### config.mk
export PLATFORM = sky130hd
export DESIGN_NAME = serial_alu_ctrl_flat
export DESIGN_NICKNAME = d
export VERILOG_FILES = /design/src/rtl/serial_alu_ctrl_pkg.sv /design/src/rtl/serial_alu_ctrl_if.sv /design/src/rtl/serial_alu_ctrl_bit_slice.sv /design/src/rtl/serial_alu_ctrl.sv /design/src/flat_wrapper.sv
export SDC_FILE = /design/constraint.sdc
export NUM_CORES = 1
export LEC_CHECK = 0
export CAP_MARGIN = 20
export CORE_UTILIZATION = 30
export DETAILED_ROUTE_END_ITERATION = 8
export GPL_ROUTABILITY_DRIVEN = 0
export GPL_TIMING_DRIVEN = 0
export PLACE_DENSITY = 0.51
export SKIP_LAST_GASP = 1
export SYNTH_ARGS = -nofsm -noshare
export SYNTH_HDL_FRONTEND = slang
export SYNTH_SLANG_ARGS = --single-unit
### constraint.sdc
create_clock -name clk -period 3.04 [get_ports clk]
set_input_delay 0.304 -clock clk [delete_from_list [all_inputs] [get_ports clk]]
set_output_delay 0.304 -clock clk [all_outputs]
set_load 0.05 [all_outputs]
### src/rtl/serial_alu_ctrl_pkg.sv
// Shared encodings for the bit-serial ALU: op codes and controller states.
// Pure definitions, no latency or backpressure of its own.
package alu_pkg;

   typedef logic [1:0] op_t;

   localparam op_t OP_ADD = 2'b00;
   localparam op_t OP_SUB = 2'b01;
   localparam op_t OP_AND = 2'b10;
   localparam op_t OP_OR  = 2'b11;

   typedef enum logic [1:0] {
      ST_IDLE = 2'd0,
      ST_RUN  = 2'd1,
      ST_DONE = 2'd2
   } state_t;

   function automatic logic is_arith(input op_t op);
      return (op == OP_ADD) || (op == OP_SUB);
   endfunction

endpackage

### src/rtl/serial_alu_ctrl_if.sv
// Start/done request bus between the control front-end and the serial ALU.
// Master issues start/op/operands; slave returns busy, done and held result flags.
interface serial_alu_ctrl_if #(parameter int WIDTH = 8);

   logic             start;
   logic [1:0]       op;
   logic [WIDTH-1:0] a;
   logic [WIDTH-1:0] b;
   logic             busy;
   logic             done;
   logic [WIDTH-1:0] result;
   logic             carry_out;
   logic             zero;

   modport master (
      output start, op, a, b,
      input  busy, done, result, carry_out, zero
   );

   modport slave (
      input  start, op, a, b,
      output busy, done, result, carry_out, zero
   );

endinterface

### src/rtl/serial_alu_ctrl_bit_slice.sv
// One-bit ALU slice: full adder plus 4:1 result mux, purely combinational.
// Zero latency; no handshake, the controller decides when the slice output is used.
module alu_bit_slice
   import alu_pkg::*;
(
   input  logic x,
   input  logic y,
   input  logic cin,
   input  op_t  op,
   output logic res,
   output logic cout
);

   logic sum;

   assign sum  = x ^ y ^ cin;
   assign cout = (x & y) | (cin & (x ^ y));

   always_comb begin
      res = sum;
      case (op)
         OP_AND:  res = x & y;
         OP_OR:   res = x | y;
         default: res = sum;
      endcase
   end

endmodule

### src/rtl/serial_alu_ctrl.sv
// Bit-serial ALU sequencer: ADD/SUB/AND/OR over WIDTH cycles, LSB first; done WIDTH+1 cycles after accept.
// Backpressure: start is only sampled in IDLE; requests while busy are dropped, not queued.
module serial_alu_ctrl
   import alu_pkg::*;
#(
   parameter int WIDTH = 8
) (
   input  logic               clk,
   input  logic               rst,
   serial_alu_ctrl_if.slave   bus
);

   localparam int CW = $clog2(WIDTH);
   localparam logic [CW-1:0] LAST = CW'(WIDTH - 1);

   state_t           state;
   logic [WIDTH-1:0] sh_a;
   logic [WIDTH-1:0] sh_b;
   logic [WIDTH-1:0] sh_r;
   op_t              op_q;
   logic             carry;
   logic [CW-1:0]    cnt;

   logic             busy_q;
   logic             done_q;
   logic [WIDTH-1:0] result_q;
   logic             carry_out_q;
   logic             zero_q;

   logic             slice_bit;
   logic             slice_cout;
   logic [WIDTH-1:0] next_r;

   alu_bit_slice u_slice (
      .x    (sh_a[0]),
      .y    (sh_b[0]),
      .cin  (carry),
      .op   (op_q),
      .res  (slice_bit),
      .cout (slice_cout)
   );

   // The last bit enters the result on the same edge that moves to DONE,
   // so the output registers load from the shifted value, not from sh_r.
   assign next_r = {slice_bit, sh_r[WIDTH-1:1]};

   always_ff @(posedge clk) begin
      if (rst) begin
         state       <= ST_IDLE;
         sh_a        <= '0;
         sh_b        <= '0;
         sh_r        <= '0;
         op_q        <= OP_ADD;
         carry       <= 1'b0;
         cnt         <= '0;
         busy_q      <= 1'b0;
         done_q      <= 1'b0;
         result_q    <= '0;
         carry_out_q <= 1'b0;
         zero_q      <= 1'b1;
      end else begin
         case (state)
            ST_IDLE: begin
               done_q <= 1'b0;
               if (bus.start) begin
                  sh_a   <= bus.a;
                  sh_b   <= (bus.op == OP_SUB) ? ~bus.b : bus.b;
                  op_q   <= bus.op;
                  carry  <= (bus.op == OP_SUB);
                  cnt    <= '0;
                  busy_q <= 1'b1;
                  state  <= ST_RUN;
               end
            end
            ST_RUN: begin
               sh_a <= sh_a >> 1;
               sh_b <= sh_b >> 1;
               sh_r <= next_r;
               if (is_arith(op_q))
                  carry <= slice_cout;
               cnt <= cnt + 1'b1;
               if (cnt == LAST) begin
                  state       <= ST_DONE;
                  done_q      <= 1'b1;
                  result_q    <= next_r;
                  carry_out_q <= is_arith(op_q) ? slice_cout : 1'b0;
                  zero_q      <= (next_r == '0);
               end
            end
            ST_DONE: begin
               done_q <= 1'b0;
               busy_q <= 1'b0;
               state  <= ST_IDLE;
            end
            default: begin
               state <= ST_IDLE;
            end
         endcase
      end
   end

   assign bus.busy      = busy_q;
   assign bus.done      = done_q;
   assign bus.result    = result_q;
   assign bus.carry_out = carry_out_q;
   assign bus.zero      = zero_q;

endmodule

### src/flat_wrapper.sv
// flat-port wrapper written by rule: the top's interface ports become plain ports
module serial_alu_ctrl_flat import alu_pkg::*;
#(
   parameter int WIDTH = 8
)
  (clk, rst, bus_start, bus_op, bus_a, bus_b, bus_busy, bus_done, bus_result, bus_carry_out, bus_zero);
  serial_alu_ctrl_if #(.WIDTH(WIDTH)) bus_i ();
  input  logic clk;
  input  logic rst;
  input wire logic [$bits(bus_i.start)-1:0] bus_start;
  input wire logic [$bits(bus_i.op)-1:0] bus_op;
  input wire logic [$bits(bus_i.a)-1:0] bus_a;
  input wire logic [$bits(bus_i.b)-1:0] bus_b;
  output wire logic [$bits(bus_i.busy)-1:0] bus_busy;
  output wire logic [$bits(bus_i.done)-1:0] bus_done;
  output wire logic [$bits(bus_i.result)-1:0] bus_result;
  output wire logic [$bits(bus_i.carry_out)-1:0] bus_carry_out;
  output wire logic [$bits(bus_i.zero)-1:0] bus_zero;
  assign bus_i.start = bus_start;
  assign bus_i.op = bus_op;
  assign bus_i.a = bus_a;
  assign bus_i.b = bus_b;
  assign bus_busy = bus_i.busy;
  assign bus_done = bus_i.done;
  assign bus_result = bus_i.result;
  assign bus_carry_out = bus_i.carry_out;
  assign bus_zero = bus_i.zero;
  serial_alu_ctrl #(.WIDTH(WIDTH)) u_core (.clk(clk), .rst(rst), .bus(bus_i));
endmodule
==> results by group <==
Outcome
  – Status: finished, final reports clean

Synth
  – Post-synth EDFFs: 0
  – Sequential share of the synthesized area: 45.6%
  – Xor/xnor cell area share of the yosys netlist: 3.71%
  – Synth top area share: 45.6%
  – Syn_nets: 251
  – Synth area leader: dfxtp_1
  – Synth area leaders: dfxtp_1 46%, nand2_1 7.8%, nor2_1 7.4%, a21oi_1 6.1%, a222oi_1 3.7%
  – Post-Synth Simple-Gate Area: 23.5%
  – Fraction of the mapped netlist area in compound gates: 17.0%
  – Post-synthesis instance total: 225
  – YS warnings: 0
  – Cell variety after synth: 34
  – Post-Syn Area: 1890 µm²
  – Avg Inst Size Synth: 8.39 µm²
  – Async SR Flop Fraction: 0%
  – Top-count cell post-synth: dfxtp_1
  – Ys flop type: dfxtp_1
  – Flip-flop and latch count after synthesis: 43
  – Post-synth top cells: 43 x dfxtp_1, 39 x nand2_1, 37 x nor2_1, 23 x a21oi_1, 8 x xor2_1
  – Main combinational cell family by area after synthesis: simple AND/OR/NAND/NOR gates
  – Synth Area in Adders: 3.71%
  – Post-synthesis mux area share: 0%

Clock network
  – Cts repair resizes: 0
  – CTS Sinks: 43
  – Worst-path clk slew: 0.09 ns
  – Cts hold-fix bufs: 0
  – CTS tree: built
  – CTS root buf: clkbuf_8
  – Post-CTS Setup Repair Bufs: 0
  – H-tree depth: 2
  – Clock buffer count from CTS: 5
  – Max clock buf depth: 2
  – Worst skew pair latency: 0.30 ns

STA
  – Final Skew: 0.00583 ns
  – Final setup viols: 0
  – Total Neg Setup Slack: 0 ns
  – Hold Fails Final Rpt: 0
  – RSZ-0062 raised after global routing: false
  – Worst-margin pin slew: 0.586 ns
  – Relative slew slack: 60.9%
  – Tmin final: 1.75 ns
  – Final worst-path cycle share: 57.6%
  – Maximum clock rate: 0.571 GHz
  – Slew Limit Fails: 0

Worst setup path
  – Crit-path cells: clkdlybuf4s50_1
  – CP Buf/Inv Count: 1
  – Setup crit start kind: register
  – Critical Path RT: 2.74 ns
  – CP max-delay cell: clkdlybuf4s50_1
  – Max Fanout on Critical Path: 2
  – Worst path arrival time: 1.45 ns
  – Setup CP Type: register to output port
  – Top delay family on crit path: buffers and inverters
  – Slowest stage delay, CP: 0.80 ns
  – Worst setup EP type: output port

Drt
  – Initial drt markers: 127
  – First-pass detailed-route iteration total: 7
  – Vias: 1606
  – DR WL/cell: 12.9 µm
  – DRC errors left: 0
  – Via density: 4.75
  – Detailed Route WL: 4.36 mm
  – Detail Route Antenna Nets: 0

Power
  – Worst VDD drop: 0.236 mV
  – Sw frac: 24.0%
  – Leak pwr: 0.926 nW
  – Power Total: 1.32 mW
  – Pwr/cell area: 545 nW/µm²
  – Sequential share of power: 46.2%
  – Comb power frac: 13.6%
  – P_int: 1.00 mW
  – Clock network power share: 40.2%
  – Switching power: 316 µW

Placement
  – Placed cells: 330
  – Port Buffers: 30
  – DP HPWL: 3.01 mm

GRT
  – Initial antenna violation count: 0
  – First-pass GRT wire length: 7.02 mm
  – Vias in the first global route: 1444
  – GR Overflow Total: 0
  – Total track usage: 14.2%
  – Largest net degree at the start of global routing: 15

Run
  – Max Cap Viol: 0

Cells and area
  – Layout Nets: 288
  – Final cell count without fillers: 338
  – Share of cells above drive strength 1: 11.0%
  – Antenna Cells: 0
  – Finished Core Util: 40.4%
  – Area grow syn2layout: 28.1%
  – FILL cells: 623

Floorplanning
  – Rows: 28
  – Die Area: 6610 µm²
  – Core Region: 5990 µm²
  – IO Pins: 33
  – Die Ht: 81.3 µm
  – Initial Utilization: 31.5%
  – Die X: 81.3 µm

Worst hold path
  – Worst hold-check path type: input port to register
[final timing paths]
path | cells after the start | slack (ns) | to | from
hold / removal | 2 | 0.37 | u_core.carry$_SDFFE_PP0P_ | rst
hold reg to reg | 2 | 0.46 | u_core.bus.result[4]$_SDFFE_PP0P_ | u_core.bus.result[4]$_SDFFE_PP0P_
setup / recovery | 1 | 1.29 | bus_carry_out | u_core.bus.carry_out$_SDFFE_PP0P_
setup reg to reg | 5 | 1.34 | u_core.bus.zero$_SDFFE_PP1P_ | u_core.sh_b[0]$_SDFFE_PP0P_
[through the flow]
stage	setup slack [ns]	hold slack [ns]	instance area [µm²]
floorplan	1.59	0.440	1890
global placement	1.26	0.447	2280
detailed placement	1.23	0.449	2280
CTS	1.26	0.369	2420
global route	1.17	0.403	2420
finish	1.29	0.368	2420
[placed cells by master, fill, tap and decap left out, types with 2 or more instances in the layout]
cell type and n:
dfxtp_1 43, nand2_1 39, nor2_1 37, clkdlybuf4s50_1 30, a21oi_1 23, xor2_1 8
a222oi_1 7, a2bb2oi_1 7, nor3_1 7, buf_4 6, nand3_1 5, clkbuf_8 5
buf_2 4, clkbuf_1 4, ha_1 4, inv_1 3, nor2b_1 3, or2_1 3
a211oi_2 3, buf_6 2, nor2_2 2, bufinv_16 2
[flip-flops by register name, summed over array words and instances (netlist names)]
register	cells
u_core.op_q	2
u_core.sh_a	8
u_core.bus.busy	1
u_core.bus.done	1
u_core.bus.zero	1
u_core.sh_r	7
u_core.carry	1
u_core.state	2
u_core.bus.result	8
u_core.sh_b	8
u_core.cnt	3
u_core.bus.carry_out	1
[kinds of logic (layout without fill, tap and decap cells)]
logic type	count (synthesis)	after routing
AO/OA/AOI/OAI	45	45
XOR/XNOR	8	8
adder cells (fa/ha/maj)	5	5
buffers and inverters	21	59
flip-flops	43	43
AND/OR/NAND/NOR	103	103
[routing by layer]
metal,track usage (%),share of wire (%),up-vias
met4,4.29,0.62,0
met5,0,0,-
met3,4.04,4.7,2
met2,20.4,43,37
met1,20.3,52,732
li1,-,-,835
[area by class of cell]
class	instances	area (µm²)	share of cell area, %
multi-input cells	161	906	37.5
clock inverters	3	67.6	2.79
flip-flops and latches	43	861	35.6
repair buffers	30	300	12.4
inverters	4	15.0	0.621
clock buffers	5	68.8	2.85
plain buffers	17	106	4.40
well taps	75	93.8	3.88
[power by group through the flow]
stage | clock (mW) | combinational [mW] | sequential (mW)
final | 0.530 | 0.180 | 0.609
after global routing | 0.565 | 0.199 | 0.613
after CTS | 0.541 | 0.181 | 0.609
after detailed placement | 0 | 0.179 | 0.622
after global placement | 0 | 0.180 | 0.622
after floorplan | 0 | 0.122 | 0.621
Power figures use the tool's default switching activity.
